===== src/rtl/oldland_tlb_array.sv =====
// Fully-associative TLB array: registered lookup, load with duplicate
// replace and round-robin victim, single-entry invalidate and flush-all.
module oldland_tlb_array #(
   parameter int ENTRIES    = 8,
   parameter int PAGE_SHIFT = 12,
   parameter int IDX_BITS   = $clog2(ENTRIES)
) (
   input  logic                  clk,
   input  logic                  rst,
   input  logic                  lookup_req,
   input  logic [31-PAGE_SHIFT:0] lookup_virt,
   input  logic                  user_mode,
   output logic                  lookup_done,
   output logic                  lookup_hit,
   output logic [31-PAGE_SHIFT:0] lookup_phys,
   output logic [1:0]            lookup_access,
   output logic [IDX_BITS-1:0]   lookup_idx,
   input  logic                  load,
   input  logic [31-PAGE_SHIFT:0] load_virt,
   input  logic [31-PAGE_SHIFT:0] load_phys,
   input  logic [3:0]            load_access,
   input  logic                  inval_one,
   input  logic [31-PAGE_SHIFT:0] inval_virt,
   input  logic                  inval_all,
   output logic [IDX_BITS-1:0]   victim_idx
);

   localparam int W = 32 - PAGE_SHIFT;

   logic          valid  [ENTRIES];
   logic [W-1:0]  virt   [ENTRIES];
   logic [W-1:0]  phys   [ENTRIES];
   logic [3:0]    access [ENTRIES];
   logic [IDX_BITS-1:0] ptr;

   logic                lk_hit;
   logic [IDX_BITS-1:0] lk_idx;
   logic [W-1:0]        lk_phys;
   logic [1:0]          lk_acc;

   logic                dup_hit;
   logic [IDX_BITS-1:0] dup_idx;
   logic                free_hit;
   logic [IDX_BITS-1:0] free_idx;
   logic                inv_hit;
   logic [IDX_BITS-1:0] inv_idx;
   logic [IDX_BITS-1:0] target;
   logic                advance;

   assign victim_idx = ptr;

   // At most one valid entry per VPN, so the match loop never sees multi-hit.
   always_comb begin
      lk_hit  = 1'b0;
      lk_idx  = '0;
      lk_phys = '0;
      lk_acc  = '0;
      for (int i = 0; i < ENTRIES; i++) begin
         if (valid[i] && virt[i] == lookup_virt) begin
            lk_hit  = 1'b1;
            lk_idx  = IDX_BITS'(i);
            lk_phys = phys[i];
            lk_acc  = user_mode ? access[i][3:2] : access[i][1:0];
         end
      end
   end

   always_comb begin
      dup_hit  = 1'b0;
      dup_idx  = '0;
      free_hit = 1'b0;
      free_idx = '0;
      inv_hit  = 1'b0;
      inv_idx  = '0;
      for (int i = 0; i < ENTRIES; i++) begin
         if (valid[i] && virt[i] == load_virt) begin
            dup_hit = 1'b1;
            dup_idx = IDX_BITS'(i);
         end
         if (!valid[i] && !free_hit) begin
            free_hit = 1'b1;
            free_idx = IDX_BITS'(i);
         end
         if (valid[i] && virt[i] == inval_virt) begin
            inv_hit = 1'b1;
            inv_idx = IDX_BITS'(i);
         end
      end
   end

   assign advance = !dup_hit && !free_hit;
   assign target  = dup_hit  ? dup_idx :
                    free_hit ? free_idx : ptr;

   always_ff @(posedge clk) begin
      if (rst) begin
         for (int i = 0; i < ENTRIES; i++) begin
            valid[i]  <= 1'b0;
            virt[i]   <= '0;
            phys[i]   <= '0;
            access[i] <= '0;
         end
         ptr           <= '0;
         lookup_done   <= 1'b0;
         lookup_hit    <= 1'b0;
         lookup_phys   <= '0;
         lookup_access <= '0;
         lookup_idx    <= '0;
      end else begin
         lookup_done <= lookup_req;
         if (lookup_req) begin
            lookup_hit    <= lk_hit;
            lookup_phys   <= lk_phys;
            lookup_access <= lk_acc;
            lookup_idx    <= lk_idx;
         end
         if (inval_all) begin
            for (int i = 0; i < ENTRIES; i++) begin
               valid[i]  <= 1'b0;
               virt[i]   <= '0;
               phys[i]   <= '0;
               access[i] <= '0;
            end
         end else begin
            if (load) begin
               valid[target]  <= 1'b1;
               virt[target]   <= load_virt;
               phys[target]   <= load_phys;
               access[target] <= load_access;
               if (advance)
                  ptr <= (ptr == IDX_BITS'(ENTRIES - 1)) ? '0 : ptr + 1'b1;
            end
            // Issued after the load so a same-entry collision ends invalid.
            if (inval_one && inv_hit)
               valid[inv_idx] <= 1'b0;
         end
      end
   end

endmodule

===== config.mk =====
export PLATFORM = sky130hd
export DESIGN_NAME = oldland_tlb_array
export DESIGN_NICKNAME = d
export VERILOG_FILES = /design/src/rtl/oldland_tlb_array.sv
export SDC_FILE = /design/constraint.sdc
export NUM_CORES = 1
export LEC_CHECK = 0
export CAP_MARGIN = 30
export CORE_MARGIN = 3
export CORE_UTILIZATION = 30
export DETAILED_ROUTE_END_ITERATION = 6
export PLACE_DENSITY = 0.57
export REMOVE_ABC_BUFFERS = 1
export SLEW_MARGIN = 20
export SYNTH_ARGS = -nofsm -noshare
export SYNTH_HDL_FRONTEND = slang
export SYNTH_SLANG_ARGS = --single-unit

===== constraint.sdc =====
create_clock -name clk -period 5.97 [get_ports clk]
set_input_delay 1.4925 -clock clk [delete_from_list [all_inputs] [get_ports clk]]
set_output_delay 1.4925 -clock clk [all_outputs]
set_load 0.01 [all_outputs]

==> results.json <==
{
  "cts.sinks": 390,
  "crit_chain": "clkdlybuf4s50_1 -> buf_4 -> xnor2_1 -> nand3_1 -> nor4_1 -> buf_4 -> nand4_1 -> o211ai_2 -> o211ai_4 -> nor4b_4 -> buf_4 -> and2_1",
  "tns_ns": 0,
  "fillers": 7157,
  "grt_pass1_wl_um": 120000,
  "antenna_found_initial": 4,
  "end_kind": "register",
  "rr_worst_depth": 10,
  "avgSynthCellArea_um2": 11.1,
  "dp.cells": 3080,
  "slew_headroom_pct": 27.9,
  "totalWireLength_um": 83500,
  "critPathArrivalTime_ns": 5.52,
  "synth_fa_ha_area_share_pct": 0.112,
  "min_path_type": "register to register",
  "drc": 0,
  "regArea_um2": 11300,
  "dpl-instance-area_um2": 25400,
  "rows": 99,
  "hold_viol_final": 0,
  "hold_buffers": 0,
  "final_cell_area_um2": 26900,
  "wl_per_cell_um": 26.4,
  "area_growth_pct": 20.0,
  "path_clk_slew_ns": 0.06,
  "ys_ff_latch": 390,
  "finalNetCount": 2259,
  "setup_ws_ns": 0.884,
  "dp_slack_ns": 0.439,
  "via_count": 16600,
  "synthXorXnorAreaFrac_pct": 18.7,
  "synth_compound_area_share_pct": 5.92,
  "die_h_um": 279,
  "synthTopCellsByArea": "edfxtp_1 47%, xnor2_1 12%, and2_1 10%",
  "detail_route.first_pass.iterations": 5,
  "cts_tree": "built",
  "worst_pin_slew_ns": 1.08,
  "timing.final.crit_share_pct": 85.2,
  "crit_top_cell": "buf_4",
  "cp_slowest_cell": "clkdlybuf4s50_1",
  "final_antenna_net_count": 0,
  "postCtsSetupBuffers": 0,
  "cp-start-kind": "input port",
  "cp_slowest_stage_delay_ns": 1.01,
  "cts_inserted_buffers": 43,
  "die_w_um": 279,
  "synth_top_family_by_area": "simple AND/OR/NAND/NOR gates",
  "grt_pass1_vias": 16900,
  "synth_area_um2": 22400,
  "ctsResizeCount": 0,
  "initial_core_util_pct": 30.5,
  "io_buffers": 120,
  "critPathTopFamily": "buffers and inverters",
  "status": "finished, final reports clean",
  "path_buf_inv": 4,
  "gp_routability_congestion": 0.930,
  "fin_skew_ns": 0.0289,
  "power_density_nw_per_um2": 252,
  "fin_cells": 3162,
  "hold_start": "lookup_phys[1]",
  "grt_usage_pct": 21.0,
  "yosysWarnings": 0,
  "whs_endpoint": "lookup_phys[1]",
  "final_util_pct": 36.6,
  "clock_path_buffers": 3,
  "cap_violations": 0,
  "r2r-start": "virt[4][9]",
  "clock_latency_ns": 0.59,
  "synth-seq-area-share_pct": 50.5,
  "final-setup-viol-count": 0,
  "synth-edff-count": 352,
  "power_mw": 6.78,
  "yosysMostFrequentCell": "and2_1",
  "multi_input_area_um2": 10400,
  "rrSetupSlack_ns": 2.38,
  "drive_gt1_share_pct": 10.9,
  "synth_top_area_share_pct": 47.1,
  "report.final.slew_viol_count": 0,
  "whs_ns": 0.470,
  "ir_worst_vdd_mv": 0.168,
  "die-area_um2": 78100,
  "place_hpwl_um": 59200,
  "drt_iter0_drc": 1675,
  "io-pin-count": 121,
  "rsz0062_at_grt": "false",
  "crit_required_ns": 6.41,
  "via_per_inst": 5.26,
  "grt.overflow.total": 0,
  "core_um2": 73500,
  "synth_simple_gate_area_share_pct": 20.4,
  "worstHoldPathCells": 2,
  "synthFlopType": "edfxtp_1",
  "grt_max_degree": 46,
  "htreeDepth": 2,
  "synthTopCellsByCount": "362 x and2_1, 352 x edfxtp_1, 316 x xnor2_1",
  "timing.rr.end": "phys[4][15]",
  "synth_cell_type_count": 68,
  "clockRootBuffer": "clkbuf_16",
  "path_max_fanout": 45,
  "criticalPathCategory": "input port to register",
  "synth_cells": 2019,
  "finalCriticalPeriod_ns": 5.09,
  "p_leak_nw": 9.66,
  "fmax_ghz": 0.197,
  "synth.largest_area_cell": "edfxtp_1",
  "synth_mux_area_share_pct": 1.07,
  "async_flop_share_pct": 0
}
## state kept, by name, summed over array words and instances, names as in the netlist
signal and cells:
valid 8, lookup_idx 3, lookup_hit 1, virt 160, lookup_phys 20, lookup_access 2
victim_idx 3, access 32, phys 160, lookup_done 1
## cell usage in the layout, fill, tap and decap left out, types with 13 or more instances in the layout
master,n
a21oi_1,49
a221o_1,14
and2_1,362
buf_12,17
buf_4,120
clkbuf_1,13
clkbuf_16,43
clkdlybuf4s50_1,119
dfxtp_1,38
edfxtp_1,352
inv_1,13
mux2i_1,15
nand2_1,70
nand2b_1,18
nand3_1,50
nand4_1,93
nor2_1,34
nor3_1,19
nor4_1,60
o21ai_0,49
xnor2_1,316
xor2_1,164
## worst register-to-register path: stages (launching register included)
cell and delay [ns]:
edfxtp_1 0.50, xnor2_1 0.34, nand4_1 0.15, nor4_1 0.44, buf_4 0.19, nand4_1 0.27, o211ai_2 0.22, o211ai_4 0.19
nor4b_4 0.46, buf_4 0.48, and2_1 0.22
## report_power, final
part / internal (mW) / switching (mW) / leakage, nW
Combinational: 0.322 / 0.458 / 4.70
Clock: 1.66 / 1.16 / 0.720
Sequential: 3.08 / 0.0999 / 4.23
## cells by family (layout without fill, tap and decap cells)
kind of cell,after synthesis,after routing
fa+ha+maj,2,2
flops,390,390
buf+inv,168,350
mux,21,21
xor+xnor,480,480
other cells,0,2
simple gates,763,763
compound gates,195,195
## routing by layer
layer	part of all wire [%]	vias to the layer above	global-route usage [%]	routed length (um)
li1	-	7397	-	-
met1	41	8337	26.8	34200
met2	48	696	35.1	39800
met3	6.8	211	3.60	5650
met4	4.5	6	9.34	3800
met5	0.14	-	0.733	114
## final cells by class
| type | instances | share of cell area, % |
|---|---|---|
| diodes | 2 | 0.0186 |
| clock buffers | 60 | 4.38 |
| clock inverters | 20 | 1.09 |
| inverters | 13 | 0.181 |
| multi-input cells | 1461 | 38.7 |
| flip-flops and latches | 390 | 42.1 |
| well taps | 959 | 4.46 |
| repair buffers | 257 | 9.05 |
## worst max path at each step
stage,startpoint,to,slack (ns),cells past startpoint
3_5_place_dp,load_virt[14],phys[4][0],0.44,12
3_3_place_gp,load_virt[9],virt[1][13],0.42,12
2_1_floorplan,load_virt[12],access[6][0],-0.70,8
4_1_cts,load_virt[13],virt[1][13],1.04,12
5_1_grt,load_virt[9],virt[1][13],0.80,12
6_report,load_virt[13],phys[4][15],0.88,12
Power figures use the tool's default switching activity.
